`src/rtl/gigatron_ext_pkg.sv`:
```
// Shared definitions for the Gigatron expansion peripherals: SPI engine
// state encoding and default divider width.
package gigatron_ext_pkg;

    localparam int SPI_DIVW_DEFAULT = 2;

    localparam logic [2:0] SPI_LAST_BIT = 3'd7;

    typedef enum logic [1:0] {
        ST_IDLE = 2'd0,
        ST_LOW  = 2'd1,
        ST_HIGH = 2'd2,
        ST_FIN  = 2'd3
    } spi_state_t;

endpackage

```
`src/rtl/spi_clkdiv.sv`:
```
// Half-period down-counter for the SPI engine: reloads with div and
// reports expiry once it has counted down to zero.
module spi_clkdiv
    import gigatron_ext_pkg::*;
#(
    parameter int DIVW = SPI_DIVW_DEFAULT
) (
    input  logic            CLK,
    input  logic            RST,
    input  logic            reload,
    input  logic [DIVW-1:0] div,
    output logic            expire
);

    logic [DIVW-1:0] r_count;

    always_ff @(posedge CLK or posedge RST) begin
        if (RST) begin
            r_count <= '0;
        end else if (reload) begin
            r_count <= div;
        end else if (r_count != '0) begin
            r_count <= r_count - DIVW'(1);
        end
    end

    assign expire = (r_count == '0);

endmodule

```
`src/rtl/spi_byte_engine.sv`:
```
// Mode-0 SPI master that shifts one byte MSB first per START, with a
// programmable SCK half-period and registered slave selects.
module spi_byte_engine
    import gigatron_ext_pkg::*;
#(
    parameter int DIVW = SPI_DIVW_DEFAULT
) (
    input  logic            CLK,
    input  logic            RST,
    input  logic            START,
    input  logic            ABORT,
    input  logic [7:0]      TXDATA,
    input  logic [DIVW-1:0] DIV,
    input  logic [1:0]      SSEL,
    input  logic            MISO,
    output logic            SCK,
    output logic            MOSI,
    output logic [1:0]      nSS,
    output logic [7:0]      RXDATA,
    output logic            BUSY,
    output logic            DONE
);

    spi_state_t      r_state;
    logic [7:0]      r_shift;
    logic            r_rx_bit;
    logic [2:0]      r_bitcnt;
    logic [DIVW-1:0] r_div;
    logic            r_sck;
    logic            r_mosi;
    logic [1:0]      r_nss;
    logic [7:0]      r_rxdata;
    logic            r_busy;
    logic            r_done;

    logic            w_start_ok;
    logic            w_expire;
    logic            w_reload;
    logic [DIVW-1:0] w_div_sel;

    assign w_start_ok = (r_state == ST_IDLE) && START && !ABORT;
    assign w_reload   = w_start_ok ||
                        (!ABORT && w_expire && (r_state == ST_LOW || r_state == ST_HIGH));
    // The first reload happens on the accepting edge, before r_div holds the new value.
    assign w_div_sel  = (r_state == ST_IDLE) ? DIV : r_div;

    spi_clkdiv #(
        .DIVW   (DIVW)
    ) u_clkdiv (
        .CLK    (CLK),
        .RST    (RST),
        .reload (w_reload),
        .div    (w_div_sel),
        .expire (w_expire)
    );

    always_ff @(posedge CLK or posedge RST) begin
        if (RST) begin
            r_state  <= ST_IDLE;
            r_shift  <= '0;
            r_rx_bit <= 1'b0;
            r_bitcnt <= '0;
            r_div    <= '0;
            r_sck    <= 1'b0;
            r_mosi   <= 1'b0;
            r_nss    <= 2'b11;
            r_rxdata <= '0;
            r_busy   <= 1'b0;
            r_done   <= 1'b0;
        end else begin
            r_done <= 1'b0;
            case (r_state)
                ST_IDLE: begin
                    r_nss <= SSEL;
                    if (w_start_ok) begin
                        r_state  <= ST_LOW;
                        r_shift  <= TXDATA;
                        r_mosi   <= TXDATA[7];
                        r_bitcnt <= '0;
                        r_div    <= DIV;
                        r_busy   <= 1'b1;
                    end
                end
                ST_LOW: begin
                    if (ABORT) begin
                        r_state <= ST_IDLE;
                        r_busy  <= 1'b0;
                    end else if (w_expire) begin
                        r_state  <= ST_HIGH;
                        r_sck    <= 1'b1;
                        r_rx_bit <= MISO;
                    end
                end
                ST_HIGH: begin
                    // Sampled bit is held aside so the untransmitted LSBs survive until shifted out.
                    if (ABORT) begin
                        r_state <= ST_IDLE;
                        r_busy  <= 1'b0;
                        r_sck   <= 1'b0;
                    end else if (w_expire) begin
                        r_sck <= 1'b0;
                        if (r_bitcnt == SPI_LAST_BIT) begin
                            r_state <= ST_FIN;
                        end else begin
                            r_state  <= ST_LOW;
                            r_shift  <= {r_shift[6:0], r_rx_bit};
                            r_mosi   <= r_shift[6];
                            r_bitcnt <= r_bitcnt + 3'd1;
                        end
                    end
                end
                ST_FIN: begin
                    r_state <= ST_IDLE;
                    r_busy  <= 1'b0;
                    if (!ABORT) begin
                        r_rxdata <= {r_shift[6:0], r_rx_bit};
                        r_done   <= 1'b1;
                    end
                end
                default: begin
                    r_state <= ST_IDLE;
                    r_busy  <= 1'b0;
                    r_sck   <= 1'b0;
                end
            endcase
        end
    end

    assign SCK    = r_sck;
    assign MOSI   = r_mosi;
    assign nSS    = r_nss;
    assign RXDATA = r_rxdata;
    assign BUSY   = r_busy;
    assign DONE   = r_done;

endmodule

```
`config.mk`:
```
export PLATFORM = sky130hd
export DESIGN_NAME = spi_byte_engine
export DESIGN_NICKNAME = d
export VERILOG_FILES = /design/src/rtl/gigatron_ext_pkg.sv /design/src/rtl/spi_clkdiv.sv /design/src/rtl/spi_byte_engine.sv
export SDC_FILE = /design/constraint.sdc
export NUM_CORES = 1
export LEC_CHECK = 0
export CAP_MARGIN = 0
export CORE_UTILIZATION = 49
export DETAILED_ROUTE_END_ITERATION = 10
export PLACE_DENSITY = 0.81
export RECOVER_POWER = 25
export SYNTH_ARGS = -nofsm -noshare
export SYNTH_HDL_FRONTEND = slang
export SYNTH_HIERARCHICAL = 1
export SYNTH_SLANG_ARGS = --single-unit
export TNS_END_PERCENT = 30
```
`constraint.sdc`:
```
create_clock -name CLK -period 2.3 [get_ports CLK]
set_clock_uncertainty 0.1 [all_clocks]
set_input_delay 0.23 -clock CLK [delete_from_list [all_inputs] [get_ports CLK]]
set_output_delay 0.23 -clock CLK [all_outputs]
set_load 0.05 [all_outputs]
```
==> results of run 1 <==
state kept, by name (all words and copies together) (netlist names):
name              cells
RXDATA                8
r_shift               7
r_bitcnt              3
nSS                   2
r_div                 2
r_state               2
u_clkdiv/r_count      2
BUSY                  1
DONE                  1
MOSI                  1
SCK                   1
r_rx_bit              1
layout make-up:
cell class,count,area [um^2]
Timing Repair Buffer,38,360
Multi-Input combinational cell,80,754
Inverter,11,41.3
Clock buffer,6,51.3
Clock inverter,2,35.0
Sequential cell,31,778
Fill cell,252,1000
Tap cell,44,55.1
cells in the mapped netlist, types with 2 or more instances:
master	number
dfrtp_1	29
mux2_2	22
inv_1	10
ha_1	8
mux2_4	8
nand2_1	6
nor2_1	6
o21ai_0	4
a21oi_1	2
buf_2	2
clkbuf_1	2
dfstp_2	2
mux2_1	2
mux2i_1	2
nand3b_1	2
nor2b_1	2
nor3_1	2
worst min-delay path by stage:
stage | slack (ns) | cells after the start | start | endpoint
after floorplan | -0.13 | 1 | RST | u_clkdiv/r_count[0]$_DFFE_PP0P_
after global placement | 0.31 | 2 | RST | u_clkdiv/r_count[0]$_DFFE_PP0P_
after detailed placement | 0.32 | 2 | RST | u_clkdiv/r_count[1]$_DFFE_PP0P_
after CTS | 0.41 | 2 | SSEL[1] | nSS[1]$_DFFE_PP1P_
after global routing | 0.42 | 2 | SSEL[1] | nSS[1]$_DFFE_PP1P_
final | 0.41 | 1 | r_div[0]$_DFFE_PP0P_ | r_div[0]$_DFFE_PP0P_
through the flow:
step	total power, uW	utilization (%)	hold WS (ns)	std cells
finish	3030	67.4	0.409	212
CTS	3050	67.5	0.414	212
floorplan	2140	-	-0.129	127
global route	3200	67.4	0.417	212
detailed placement	2600	64.4	0.322	203
global placement	2530	64.4	0.313	203
layer usage:
layer | global-route usage, % | share of wire (%) | wire length (um)
met3 | 4.80 | 2.8 | 84
met4 | 9.52 | 1.8 | 52
met1 | 24.5 | 43 | 1270
met2 | 34.0 | 52 | 1540
met5 | 0 | 0 | 0
timing repair:
item                                   in CTS  in global routing
hold buffers                                1                  0
endpoints found under the hold margin       2                  0
resized for setup                           0                  0
cells by family (layout without fill, tap and decap cells):
family	after synthesis	count (layout)	synth area share [%]
mux	34	34	25.6
buf+inv	16	57	4.37
compound gates	13	13	5.47
flops	31	31	48.6
xor+xnor	1	1	0.547
simple gates	24	24	9.21
fa+ha+maj	8	8	6.25
power by group through the flow:
stage                     logic, uW  clock network [uW]  registers (uW)
after global placement         1580                   0             949
after CTS                      1640                 453             961
after floorplan                 842                   0            1300
after global routing           1740                 477             986
final                          1630                 450             956
after detailed placement       1630                   0             970
==> metrics.md, run 1 <==
| Metric | Value |
|---|---|
| DRC Markers | `0` |
| WL/cell | `13.9 um` |
| Share of layout cells above drive strength 1 | `31.5%` |
| Reg2Reg Capture Point | `r_bitcnt[0]$_DFFE_PP0P_` |
| Mean number of vias per cell | `5.05` |
| Sequential share of power | `31.5%` |
| Commonest non-fill, non-tap cells in the layout | `dfrtp_1 (29), clkdlybuf4s50_1 (29), mux2_2 (22), inv_1 (10)` |
| Die Wd | `59.2 um` |
| Peak supply drop | `866 uV` |
| Ports | `31` |
| Syn_nets | `152` |
| Total die area | `3500 um^2` |
| Crit start category | `register` |
| PortBufs | `30` |
| Synth top area share | `45.3%` |
| Vias in the first global route | `1153` |
| RSZ-0062 raised after global routing | `no` |
| Max cap viols | `0` |
| Syn Std Cell Area | `1600 um^2` |
| Slowest stage delay, CP | `0.81 ns` |
| Clock root buffer | `clkbuf_4` |
| DPL Wire Length | `2190 um` |
| CTS tree | `built` |
| Synth cell types | `33` |
| Pre-CTS setup slack | `0.329 ns` |
| Worst Setup Path Type | `register to output pin` |
| Largest net degree at the start of global routing | `30` |
| Sw Pwr | `1210 uW` |
| Seq/Total Area, Yosys | `48.6%` |
| Post-Place Cell Area | `1980 um^2` |
| Synth area leader | `dfrtp_1` |
| Via count | `1070` |
| Run status | `finished, final reports clean` |
| Crit. Startpoint | `nSS[0]$_DFFE_PP1P_` |
| Top cells by area, synth | `dfrtp_1 (45%), mux2_2 (15%), mux2_4 (7.5%), ha_1 (6.2%), dfstp_2 (3.3%)` |
| Clk pin slew, worst setup/hold paths | `0.10 ns` |
| Avg Cell Area, Syn | `12.6 um^2` |
| Worst reg2reg startpoint | `r_bitcnt[0]$_DFFE_PP0P_` |
| ANT cells | `0` |
| Fin. max-slew vios | `0` |
| Area grow syn2layout | `29.5%` |
| Critical path arrival | `1.67 ns` |
| Final period util | `86.9%` |
| GRT Residual Overflow | `0` |
| Fin area | `2080 um^2` |
| Clk pwr share | `14.8%` |
| Clk sink count | `31` |
| Core ar. | `3080 um^2` |
| Seq cells post-synth | `31` |
| Cell count after synthesis | `127` |
| CTS Buf Count | `5` |
| FP Rows | `20` |
| Slowest cell on crit path | `clkdlybuf4s50_1` |
| WP depth | `1` |
| Starting Density | `52.1%` |
| Switching share of power | `39.9%` |
| Antenna-violating nets left | `0` |
| Total GRT Usage | `20.3%` |
| Setup WS post-layout | `0.302 ns` |
| First-pass GRT wire length | `5150 um` |
| Worst Hold Class | `register to register` |
| Worst path bufs/invs | `1` |
| Final Wtd Congestion | `0.814` |
| Initial DRC Count | `18` |
| Post-CTS setup buffer count | `0` |
| Final net count | `192` |
| PD cells | `1460 nW/um^2` |
| H-tree depth | `2` |
| Die H | `59.2 um` |
| Crit path required time | `1.97 ns` |
| Ys Warns | `6` |
| Setup TNS | `0 ns` |
| Crit path max fanout | `2` |
| Crit path time final | `2.00 ns` |
| Int Power | `1820 uW` |
| Max Clk Rate | `500 MHz` |
| CP Capture Point | `nSS[0]` |
| Leakage | `0.000947 uW` |
| Final Hold Viols | `0` |
| Pre-antenna DRT Iters | `4` |
| Worst-Skew Late Latency | `0.34 ns` |
| R2R setup slack | `0.37 ns` |
| Relative slew slack | `51.9%` |
| Cell Chain, Critical Path | `clkdlybuf4s50_1` |
| Post-synth EDFFs | `0` |
| Synth Flop Type | `dfrtp_1` |
| Final setup fails | `0` |
| Gate power share | `53.7%` |
| Delay-heaviest family, CP | `buffers and inverters` |
| Asr flop ratio synth | `100%` |
| Worst-case clock buffer depth | `2` |
| Routed Wire Length | `2950 um` |
| FF-to-FF path depth | `6` |
| Initial antenna violation count | `0` |
| CP Capture Type | `output pin` |
| Worst-margin pin slew | `0.721 ns` |
Note: power is estimated with default switching activity, not from simulation.
==> inputs of run 2 (changes only) <==
--- a/config.mk
+++ b/config.mk
@@ -10,6 +10,7 @@
 export DETAILED_ROUTE_END_ITERATION = 10
 export PLACE_DENSITY = 0.81
 export RECOVER_POWER = 25
+export SETUP_SLACK_MARGIN = 0.02
 export SYNTH_ARGS = -nofsm -noshare
 export SYNTH_HDL_FRONTEND = slang
 export SYNTH_HIERARCHICAL = 1
==> results of run 2 <==
Final layout, timing and power as in run 1 (identical DEF).
==> inputs of run 3 (changes only) <==
--- a/config.mk
+++ b/config.mk
@@ -6,9 +6,10 @@
 export NUM_CORES = 1
 export LEC_CHECK = 0
 export CAP_MARGIN = 0
-export CORE_UTILIZATION = 49
+export CORE_UTILIZATION = 53
+export CTS_BUF_LIST = sky130_fd_sc_hd__clkbuf_8
 export DETAILED_ROUTE_END_ITERATION = 10
-export PLACE_DENSITY = 0.81
+export PLACE_DENSITY = 0.86
 export RECOVER_POWER = 25
 export SETUP_SLACK_MARGIN = 0.02
 export SYNTH_ARGS = -nofsm -noshare
==> run 3 against run 2 <==
- the flow now finishes with violations (DRC)
- fmax decreased by 1.5%
- power increased by 2.6%
- critical endpoint is now r_shift[3]$_DFFE_PP0P_
- largest power group unchanged
- non-clock buffer count decreased by 3
- final cell count decreased by 7.5%
- first-iteration DRC count increased by 56%
- routed wire length increased by 1.8%
- critical path depth increased by 5
- cell area decreased by 0.36%
- utilization increased by 6.3 points
- clock power increased by 21%
- global-route usage increased by 1.3 points
- via count decreased by 2.4%
==> metrics.md, run 3 (synthesis results as in run 1) <==
| Metric | Value |
|---|---|
| PortBufs | `30 (unchanged)` |
| Via count | `1044 (was 1070)` |
| Worst Setup Path Type | `register to register (was register to output pin)` |
| CTS Buf Count | `5 (unchanged)` |
| Post-Place Cell Area | `1950 um^2 (was 1980 um^2)` |
| Peak supply drop | `873 uV (was 866 uV)` |
| Total die area | `3250 um^2 (was 3500 um^2)` |
| Clk sink count | `31 (unchanged)` |
| H-tree depth | `2 (unchanged)` |
| Worst-case clock buffer depth | `2 (unchanged)` |
| Final Wtd Congestion | `0.779 (was 0.814)` |
| Routed Wire Length | `3000 um (was 2950 um)` |
| Initial DRC Count | `28 (was 18)` |
| Vias in the first global route | `1038 (was 1153)` |
| Crit start category | `register (unchanged)` |
| R2R setup slack | `0.27 ns (was 0.37 ns)` |
| Fin. max-slew vios | `0 (unchanged)` |
| Clk pin slew, worst setup/hold paths | `0.06 ns (was 0.10 ns)` |
| Met2 Use GR | `35.0% (was 34.0%)` |
| Initial antenna violation count | `0 (unchanged)` |
| Mean number of vias per cell | `5.33 (was 5.05)` |
| Crit path time final | `2.03 ns (was 2.00 ns)` |
| Fin area | `2070 um^2 (was 2080 um^2)` |
| CP Capture Type | `register (was output pin)` |
| CTS Hold Bufs | `0 (was 1)` |
| WL/cell | `15.3 um (was 13.9 um)` |
| DPL Wire Length | `2200 um (was 2190 um)` |
| DRC Markers | `5 (was 0)` |
| Die Wd | `57.0 um (was 59.2 um)` |
| Leakage | `0.000945 uW (was 0.000947 uW)` |
| Ports | `31 (unchanged)` |
| Final period util | `88.2% (was 86.9%)` |
| Crit path required time | `2.36 ns (was 1.97 ns)` |
| Starting Density | `57.1% (was 52.1%)` |
| Met3 usage in global routing | `6.35% (was 4.80%)` |
| Worst-Skew Late Latency | `0.28 ns (was 0.34 ns)` |
| Worst Hold Class | `primary input to async pin (was register to register)` |
| GRT Residual Overflow | `0 (unchanged)` |
| Final net count | `189 (was 192)` |
| Slowest stage delay, CP | `0.42 ns (was 0.81 ns)` |
| Setup TNS | `0 ns (unchanged)` |
| Total GRT Usage | `21.6% (was 20.3%)` |
| PD cells | `1510 nW/um^2 (was 1460 nW/um^2)` |
| Share of layout cells above drive strength 1 | `31.5% (about the same)` |
| Pre-antenna DRT Iters | `7 (was 4)` |
| Failing checks | `DRC` |
| Commonest non-fill, non-tap cells in the layout | `dfrtp_1 (29), clkdlybuf4s50_1 (29), mux2_2 (22), inv_1 (10), mux2_4 (8) (was dfrtp_1 (29), clkdlybuf4s50_1 (29), mux2_2 (22), inv_1 (10))` |
| Clock root buffer | `clkbuf_8 (was clkbuf_4)` |
| Largest register FFs | `8 (unchanged)` |
| Area grow syn2layout | `29.0% (was 29.5%)` |
| FP Rows | `19 (was 20)` |
| Antenna-violating nets left | `0 (unchanged)` |
| Die H | `57.0 um (was 59.2 um)` |
| Tot Pwr | `3110 uW (was 3030 uW)` |
| First-pass GRT wire length | `5150 um (about the same)` |
| Relative slew slack | `52.6% (was 51.9%)` |
| Pre-CTS setup slack | `0.175 ns (was 0.329 ns)` |
| Critical path arrival | `2.09 ns (was 1.67 ns)` |
| ANT cells | `0 (unchanged)` |
| Crit path max fanout | `12 (was 2)` |
| Setup WS post-layout | `0.272 ns (was 0.302 ns)` |
| Max cap viols | `0 (unchanged)` |
| GR peak layer | `met2 (unchanged)` |
| Largest net degree at the start of global routing | `30 (unchanged)` |
| CTS tree | `built (unchanged)` |
| Max Clk Rate | `493 MHz (was 500 MHz)` |
| Hold slack | `0.156 ns (was 0.409 ns)` |
| Cell Chain, Critical Path | `inv_1 > ha_2 > o22ai_1 > nor3_4 > buf_4 > mux2_4 (was clkdlybuf4s50_1)` |
| Final Hold Viols | `0 (unchanged)` |
| Run status | `finished, violations left (was finished, final reports clean)` |
| Worst-margin pin slew | `0.712 ns (was 0.721 ns)` |
| RSZ-0062 raised after global routing | `no (unchanged)` |
| Met1 Use GR | `28.5% (was 24.5%)` |
| Slowest cell on crit path | `dfrtp_1 (was clkdlybuf4s50_1)` |
| Final setup fails | `0 (unchanged)` |
| Core ar. | `2810 um^2 (was 3080 um^2)` |
run 3: path summary, 6_finish.rpt:
| check | from | endpoint | cells after the start |
|---|---|---|---|
| min in group CLK | RXDATA[7]$_DFFE_PP0P_ | RXDATA[7]$_DFFE_PP0P_ | 1 |
| worst min register to register | RXDATA[7]$_DFFE_PP0P_ | RXDATA[7]$_DFFE_PP0P_ | 1 |
| worst max-delay path | r_state[0]$_DFFE_PP0P_ | r_shift[3]$_DFFE_PP0P_ | 6 |
| max in group asynchronous | RST | r_state[1]$_DFFE_PP0P_ | 3 |
| worst max register to register | r_state[0]$_DFFE_PP0P_ | r_shift[3]$_DFFE_PP0P_ | 6 |
| worst min-delay path | RST | u_clkdiv/r_count[1]$_DFFE_PP0P_ | 2 |
run 3: worst max-delay path, delay by kind of cell, from the launching register on:
kind / cells / cell delay (ns)
AO/OA/AOI/OAI: 1 / 0.16
adder cells (fa/ha/maj): 1 / 0.34
buffers and inverters: 2 / 0.40
flip-flops: 1 / 0.42
multiplexers: 1 / 0.33
AND/OR/NAND/NOR: 1 / 0.15
run 3: area by class of cell:
| cell class | count | area, um^2 |
|---|---|---|
| flip-flops and latches | 31 | 778 |
| multi-input cells | 80 | 757 |
| fillers | 199 | 737 |
| repair buffers | 35 | 335 |
| clock buffers | 6 | 82.6 |
| inverters | 11 | 41.3 |
| well taps | 31 | 38.8 |
| clock inverters | 2 | 35.0 |
run 3: through the flow:
stage	cells	utilization (%)
after global placement	188	69.5
final	196	73.7
after detailed placement	188	69.5
after CTS	196	73.7
after floorplan	127	-
after global routing	196	73.7
run 3: power breakdown:
group | internal (uW) | leakage [uW] | switching, uW
logic | 746 | 0.000503 | 861
registers | 800 | 0.000381 | 160
clock network | 350 | 0.0000612 | 196
total | 1900 | 0.000945 | 1220
run 3: repair_timing:
item                                    4_1_cts  5_1_grt
buffers inserted                              0        0
endpoints found under the setup margin        0        8
gates resized for setup                       0        1
run 3: layer usage:
metal,routed length (um),vias to the layer above
met5,0,-
met4,38,0
met3,108,6
met2,1470,17
met1,1380,509
li1,-,512
